[config.mk]
export PLATFORM = sky130hd
export DESIGN_NAME = gpio_scan_sequencer_flat
export DESIGN_NICKNAME = d
export VERILOG_FILES = /design/src/rtl/gpio_scan_pkg.sv /design/src/rtl/gpio_scan_sequencer_if.sv /design/src/rtl/gpio_scan_sequencer_shifter.sv /design/src/rtl/gpio_scan_sequencer.sv /design/src/flat_wrapper.sv
export SDC_FILE = /design/constraint.sdc
export NUM_CORES = 1
export LEC_CHECK = 0
export CAP_MARGIN = 20
export CORE_UTILIZATION = 25
export CTS_BUF_LIST = sky130_fd_sc_hd__clkbuf_4
export CTS_CLUSTER_SIZE = 28
export DETAILED_ROUTE_END_ITERATION = 12
export GPL_ROUTABILITY_DRIVEN = 0
export HOLD_SLACK_MARGIN = 0.1
export PLACE_DENSITY = 0.59
export SYNTH_ARGS = -nofsm -noshare
export SYNTH_HDL_FRONTEND = slang
export SYNTH_SLANG_ARGS = --single-unit
[constraint.sdc]
create_clock -name clk -period 5.4 [get_ports clk]
set_input_delay 0.54 -clock clk [delete_from_list [all_inputs] [get_ports clk]]
set_output_delay 0.54 -clock clk [all_outputs]
set_load 0.02 [all_outputs]
[src/rtl/gpio_scan_pkg.sv]
// Shared types and helpers for the GPIO scan sequencer.
// State enum, default register width and counter sizing.
package gpio_scan_pkg;

   localparam int REG_WIDTH_DEF = 112;

   typedef enum logic [2:0] {
      IDLE,
      SHIFT_IN,
      ACCESS,
      LOAD,
      SHIFT_OUT,
      RESP
   } state_e;

   function automatic int cnt_width(input int w);
      return $clog2(w + 1);
   endfunction

endpackage

[src/rtl/gpio_scan_sequencer_if.sv]
// Command/response handshake bundle of the GPIO scan sequencer.
// master = requester side, slave = sequencer side.
interface gpio_scan_sequencer_if
   import gpio_scan_pkg::*;
#(
   parameter int REG_WIDTH = REG_WIDTH_DEF
);

   logic                 cmd_valid;
   logic                 cmd_ready;
   logic [REG_WIDTH-1:0] cmd_data;
   logic                 rsp_valid;
   logic                 rsp_ready;
   logic [REG_WIDTH-1:0] rsp_data;

   modport master (
      output cmd_valid, cmd_data, rsp_ready,
      input  cmd_ready, rsp_valid, rsp_data
   );

   modport slave (
      input  cmd_valid, cmd_data, rsp_ready,
      output cmd_ready, rsp_valid, rsp_data
   );

endinterface

[src/rtl/gpio_scan_sequencer_shifter.sv]
// Parallel-load shift register: MSB serial out, LSB serial in.
// Load takes priority over shift.
module scan_shifter
   import gpio_scan_pkg::*;
#(
   parameter int REG_WIDTH = REG_WIDTH_DEF
) (
   input  logic                 clk,
   input  logic                 rst_n,
   input  logic                 load_i,
   input  logic                 shift_i,
   input  logic [REG_WIDTH-1:0] d_i,
   input  logic                 sin_i,
   output logic [REG_WIDTH-1:0] q_o,
   output logic                 sout_o
);

   logic [REG_WIDTH-1:0] sh_q;

   always_ff @(posedge clk or negedge rst_n) begin
      if (!rst_n) begin
         sh_q <= '0;
      end else if (load_i) begin
         sh_q <= d_i;
      end else if (shift_i) begin
         sh_q <= {sh_q[REG_WIDTH-2:0], sin_i};
      end
   end

   assign q_o    = sh_q;
   assign sout_o = sh_q[REG_WIDTH-1];

endmodule

[src/rtl/gpio_scan_sequencer.sv]
// GPIO scan sequencer for the OpenRAM test chip scan chain.
// Define GPIO_SCAN_READBACK_EN for the LOAD/SHIFT_OUT readback.
module gpio_scan_sequencer
   import gpio_scan_pkg::*;
#(
   parameter int REG_WIDTH     = REG_WIDTH_DEF,
   parameter int ACCESS_CYCLES = 2
) (
   input  logic                 clk,
   input  logic                 resetn,
   gpio_scan_sequencer_if.slave bus,
   output logic                 busy,
   output logic                 gpio_scan,
   output logic                 gpio_in,
   output logic                 gpio_sram_load,
   output logic                 global_csb,
   input  logic                 gpio_out
);

   localparam int MAXC =
      (REG_WIDTH > ACCESS_CYCLES) ? REG_WIDTH : ACCESS_CYCLES;
   localparam int CW = cnt_width(MAXC);
   localparam logic [CW-1:0] W_LAST = CW'(REG_WIDTH - 1);
   localparam logic [CW-1:0] A_LAST = CW'(ACCESS_CYCLES - 1);

   state_e          state_q;
   logic [CW-1:0]   cnt_q;
   logic            cmd_ready_q;
   logic            rsp_valid_q;
   logic            busy_q;
   logic            scan_q;
   logic            load_q;
   logic            csb_q;
   logic            accept;
   logic [REG_WIDTH-1:0] cmd_q_unused;

   assign accept = bus.cmd_valid && cmd_ready_q;

   // gpio_in is the command shifter MSB; it is all-zero outside SHIFT_IN
   scan_shifter #(.REG_WIDTH(REG_WIDTH)) u_cmd (
      .clk     (clk),
      .rst_n   (resetn),
      .load_i  (accept),
      .shift_i (state_q == SHIFT_IN),
      .d_i     (bus.cmd_data),
      .sin_i   (1'b0),
      .q_o     (cmd_q_unused),
      .sout_o  (gpio_in)
   );

`ifdef GPIO_SCAN_READBACK_EN
   logic cap_sout_unused;

   scan_shifter #(.REG_WIDTH(REG_WIDTH)) u_cap (
      .clk     (clk),
      .rst_n   (resetn),
      .load_i  (accept),
      .shift_i (state_q == SHIFT_OUT),
      .d_i     ({REG_WIDTH{1'b0}}),
      .sin_i   (gpio_out),
      .q_o     (bus.rsp_data),
      .sout_o  (cap_sout_unused)
   );
`else
   logic gpio_out_unused;

   assign gpio_out_unused = gpio_out;
   assign bus.rsp_data    = '0;
`endif

   always_ff @(posedge clk or negedge resetn) begin
      if (!resetn) begin
         state_q     <= IDLE;
         cnt_q       <= '0;
         cmd_ready_q <= 1'b1;
         rsp_valid_q <= 1'b0;
         busy_q      <= 1'b0;
         scan_q      <= 1'b0;
         load_q      <= 1'b0;
         csb_q       <= 1'b1;
      end else begin
         unique case (state_q)
            IDLE: begin
               if (accept) begin
                  state_q     <= SHIFT_IN;
                  cnt_q       <= '0;
                  cmd_ready_q <= 1'b0;
                  busy_q      <= 1'b1;
                  scan_q      <= 1'b1;
               end
            end
            SHIFT_IN: begin
               if (cnt_q == W_LAST) begin
                  state_q <= ACCESS;
                  cnt_q   <= '0;
                  scan_q  <= 1'b0;
                  csb_q   <= 1'b0;
               end else begin
                  cnt_q <= cnt_q + 1'b1;
               end
            end
            ACCESS: begin
               if (cnt_q == A_LAST) begin
                  cnt_q <= '0;
                  csb_q <= 1'b1;
`ifdef GPIO_SCAN_READBACK_EN
                  state_q <= LOAD;
                  load_q  <= 1'b1;
`else
                  state_q     <= RESP;
                  rsp_valid_q <= 1'b1;
`endif
               end else begin
                  cnt_q <= cnt_q + 1'b1;
               end
            end
`ifdef GPIO_SCAN_READBACK_EN
            LOAD: begin
               state_q <= SHIFT_OUT;
               cnt_q   <= '0;
               load_q  <= 1'b0;
               scan_q  <= 1'b1;
            end
            SHIFT_OUT: begin
               if (cnt_q == W_LAST) begin
                  state_q     <= RESP;
                  cnt_q       <= '0;
                  scan_q      <= 1'b0;
                  rsp_valid_q <= 1'b1;
               end else begin
                  cnt_q <= cnt_q + 1'b1;
               end
            end
`endif
            RESP: begin
               if (bus.rsp_ready) begin
                  state_q     <= IDLE;
                  cnt_q       <= '0;
                  rsp_valid_q <= 1'b0;
                  busy_q      <= 1'b0;
                  cmd_ready_q <= 1'b1;
               end
            end
            default: begin
               state_q <= IDLE;
            end
         endcase
      end
   end

   assign bus.cmd_ready  = cmd_ready_q;
   assign bus.rsp_valid  = rsp_valid_q;
   assign busy           = busy_q;
   assign gpio_scan      = scan_q;
   assign gpio_sram_load = load_q;
   assign global_csb     = csb_q;

endmodule

[src/flat_wrapper.sv]
// flat-port wrapper written by rule: the top's interface ports become plain ports
module gpio_scan_sequencer_flat import gpio_scan_pkg::*;
#(
   parameter int REG_WIDTH     = REG_WIDTH_DEF,
   parameter int ACCESS_CYCLES = 2
)
  (clk, resetn, busy, gpio_scan, gpio_in, gpio_sram_load, global_csb, gpio_out, bus_cmd_valid, bus_cmd_data, bus_rsp_ready, bus_cmd_ready, bus_rsp_valid, bus_rsp_data);
  gpio_scan_sequencer_if #(.REG_WIDTH(REG_WIDTH)) bus_i ();
  input  logic clk;
  input  logic resetn;
  output logic busy;
  output logic gpio_scan;
  output logic gpio_in;
  output logic gpio_sram_load;
  output logic global_csb;
  input  logic gpio_out;
  input wire logic [$bits(bus_i.cmd_valid)-1:0] bus_cmd_valid;
  input wire logic [$bits(bus_i.cmd_data)-1:0] bus_cmd_data;
  input wire logic [$bits(bus_i.rsp_ready)-1:0] bus_rsp_ready;
  output wire logic [$bits(bus_i.cmd_ready)-1:0] bus_cmd_ready;
  output wire logic [$bits(bus_i.rsp_valid)-1:0] bus_rsp_valid;
  output wire logic [$bits(bus_i.rsp_data)-1:0] bus_rsp_data;
  assign bus_i.cmd_valid = bus_cmd_valid;
  assign bus_i.cmd_data = bus_cmd_data;
  assign bus_i.rsp_ready = bus_rsp_ready;
  assign bus_cmd_ready = bus_i.cmd_ready;
  assign bus_rsp_valid = bus_i.rsp_valid;
  assign bus_rsp_data = bus_i.rsp_data;
  gpio_scan_sequencer #(.REG_WIDTH(REG_WIDTH), .ACCESS_CYCLES(ACCESS_CYCLES)) u_core (.clk(clk), .resetn(resetn), .bus(bus_i), .busy(busy), .gpio_scan(gpio_scan), .gpio_in(gpio_in), .gpio_sram_load(gpio_sram_load), .global_csb(global_csb), .gpio_out(gpio_out));
endmodule
==> summary.md <==
| Metric | Value |
|---|---|
| Boundary pin count | 236 |
| Initial antenna violation count | 1 |
| Min Tclk post-route | 2.61 ns |
| Highest clock rate | 383 MHz |
| Multi-input combinational cell area | 0.00299 mm² |
| Synth warn | 1 |
| Number of synthesized flops with an enable pin | 0 |
| Clock root buffer master | clkbuf_4 |
| Post-synthesis simple-gate area fraction | 9.17% |
| WL per Instance | 12.0 µm |
| Drt total wl | 13.8 mm |
| Delay-heaviest family, CP | buffers and inverters |
| Least-Margin Pin Slew | 0.890 ns |
| Element type at the critical path end | register |
| Setup Skew | 0.0247 ns |
| RSZ-0062 raised after global routing | false |
| Register area | 0.00318 mm² |
| Mapped Area | 0.00681 mm² |
| Vias in the first global route | 4,467 |
| Final period utilization | 48.3% |
| Critical Path, Cell by Cell | inv_1, nor3_2, buf_4, buf_4, mux2i_1, o21ai_0 |
| Layout Area Growth over Synthesis | 20.5% |
| Clock-pin slew on the worst setup and hold paths | 0.13 ns |
| Post-layout instance area | 0.00821 mm² |
| Slowest CP cell | buf_4 |
| Leakage Power | 0.00334 µW |
| Largest net degree at the start of global routing | 130 |
| Status | finished, final reports clean |
| Top cell by count, worst path | buf_4 |
| Post-synthesis cell count | 700 |
| Slew Viols, Final | 0 |
| Slew headroom | 40.7% |
| CTS tree | yes |
| Hold crit path type | reg2reg |
| GR Layer Usage met2 | 16.3% |
| TritonCTS buffer count | 17 |
| Die X | 167 µm |
| Critical path depth in cells | 6 |
| Commonest register cell after synthesis | dfrtp_1 |
| Initial DRC count | 255 |
| Post-route DRC | 0 |
| CP Launch Type | register |
| Clock Tree Buf Depth | 2 |
| Most frequent cells in the layout | dfrtp_1, nand2_1, clkdlybuf4s50_1 |
| Cell Pwr Density | 468 mW/mm² |
| Mux share of post-synthesis cell area | 16.5% |
| Routing usage on met3 | 2.21% |
| Critical path type | reg2reg |
| Final Setup Violations | 0 |
| Global Route Usage Sum | 10.2% |
| Critical path peak fanout | 36 |
| Global-route wire length before repair | 22.5 mm |
| Synth Area in Compound Gates | 11.3% |
| Worst reg2reg path depth | 6 |
| Filler cells | 2,822 |
| Port Buf Inserts | 121 |
| M1 GR Usage | 13.3% |
| First-pass DRT Iterations | 6 |
| DR vias/cell | 4.08 |
| Count of cell types in the netlist | 37 |
| Layout cells sized above 1 | 5.27% |
| Std-Cell Rows | 60 |
| VDD IR max | 0.000199 V |
| Initial core utilization | 25.4% |
| Xor-xnor portion of the synthesized cell area | 0.257% |
| Synth Register Bits | 127 |
| Setup repair bufs after CTS | 0 |
| Crit path from | u_core.state_q[0]$_DFFE_PN0P_ |
| H-tree level count | 4 |
| Post-synthesis adder-cell area fraction | 0.367% |
| Global routing's busiest layer | met2 |
| CP max stage delay | 0.60 ns |
| Clk sinks | 127 |
| Fin nets | 922 |
| Max cap viols | 0 |
| Post-synth ARST share | 100% |
| Die Y | 167 µm |
| Core Area | 0.0268 mm² |
| DR vias | 4,722 |
| Commonest non-fill, non-tap cell in the layout | dfrtp_1 |
| Arrival @ worst endpoint | 3.00 ns |
| Grt ovf | 0 |
| Crit path buf inv count | 3 |
| DP Area | 0.00788 mm² |
| Hpwl dp | 9.22 mm |
| Sequential cell area fraction in the yosys report | 46.7% |
| Main combinational cell family by area after synthesis | multiplexers |
| Final hold violation count | 0 |
| Total negative slack | 0 ns |
| FF-to-FF Start | u_core.state_q[0]$_DFFE_PN0P_ |
| Hold_sp | u_core.global_csb$_DFFE_PN1P_ |
| Worst path required time | 5.78 ns |
| Worst-Skew Late Latency | 0.54 ns |
| Antenna Nets Post-Route | 0 |
| Worst hold path depth | 2 |
| Full die area | 0.0279 mm² |
| Avg Cell Area, Syn | 9.73 µm² |
-- cell families (layout without fill, tap and decap cells) --
| family | Yosys count | count (layout) |
|---|---|---|
| AND/OR/NAND/NOR | 150 | 150 |
| flip-flops | 127 | 127 |
| other | 1 | 114 |
| adder cells (fa/ha/maj) | 2 | 2 |
| buffers and inverters | 162 | 166 |
| AO/OA/AOI/OAI | 144 | 144 |
| multiplexers | 112 | 112 |
| XOR/XNOR | 2 | 2 |
-- layout make-up --
type | instances | share of cell area, %
clock inverters | 15 | 2.16
well taps | 341 | 5.20
multi-input cells | 523 | 36.4
flip-flops and latches | 127 | 38.7
diodes | 1 | 0.0305
inverters | 6 | 0.274
repair buffers | 128 | 15.7
clock buffers | 17 | 1.55
-- tightest hold or removal path: cells and delay by family, from the launching register on --
family,cells,cell delay [ns]
compound gates,2,0.12
flops,1,0.40
-- repair_timing --
action,CTS,global route
gates resized for setup,0,0
endpoints found under the hold margin,83,0
hold buffers,1,0
setup endpoints to repair,0,0
-- stage by stage --
stage | std cells | hold WS, ns | total power (µW) | utilization [%] | setup WS (ns)
6_report | 1158 | 0.516 | 3840 | 30.6 | 2.79
4_1_cts | 1156 | 0.461 | 3920 | 30.6 | 2.78
2_1_floorplan | 812 | 0.244 | 2870 | - | 3.52
3_5_place_dp | 1123 | 0.507 | 3170 | 29.4 | 2.70
3_3_place_gp | 1123 | 0.491 | 3130 | 29.4 | 2.71
5_1_grt | 1158 | 0.462 | 4190 | 30.6 | 2.59
-- power breakdown --
| group | switching [µW] | leakage, µW | internal [µW] |
|---|---|---|---|
| clock | 427 | 0.000156 | 291 |
| sequential | 274 | 0.00146 | 1390 |
| combinational | 758 | 0.00172 | 699 |
| total | 1460 | 0.00334 | 2380 |
-- sequential cells by signal, summed over array words and instances (netlist names) --
register and flops:
u_core.bus.cmd_ready 1, u_core.u_cmd.q_o 112, u_core.bus.rsp_valid 1, u_core.cnt_q 7, u_core.global_csb 1, u_core.state_q 3, u_core.busy 1, u_core.gpio_scan 1
-- synthesized netlist by cell type, types with 3 or more instances --
cell type,count,area share (%)
nor2b_1,3,0.28
a21oi_1,8,0.59
mux2i_1,112,16
o21ai_0,117,8.6
buf_2,12,0.88
buf_4,117,13
a31oi_1,4,0.37
nor2_1,4,0.22
nand3_1,5,0.37
dfrtp_1,125,46
nand2_1,123,6.8
o31ai_1,6,0.66
clkbuf_1,24,1.3
nor4_1,4,0.37
inv_1,6,0.33
-- per-layer routing --
layer	vias to the layer above	routed length [µm]
li1	2370	-
met2	138	6430
met5	-	0
met1	2202	6610
met4	0	180
met3	12	615
-- worst paths after layout --
kind / to / slack (ns)
worst max-delay path: u_core.u_cmd.q_o[66]$_DFFE_PN0P_ / 2.79
worst max register to register: u_core.u_cmd.q_o[66]$_DFFE_PN0P_ / 2.79
worst min register to register: u_core.global_csb$_DFFE_PN1P_ / 0.52
worst min-delay path: u_core.global_csb$_DFFE_PN1P_ / 0.52
min in group asynchronous: u_core.u_cmd.q_o[88]$_DFFE_PN0P_ / 0.61
max in group asynchronous: u_core.cnt_q[0]$_DFFE_PN0P_ / 3.71
(Power assumes the default switching activity.)
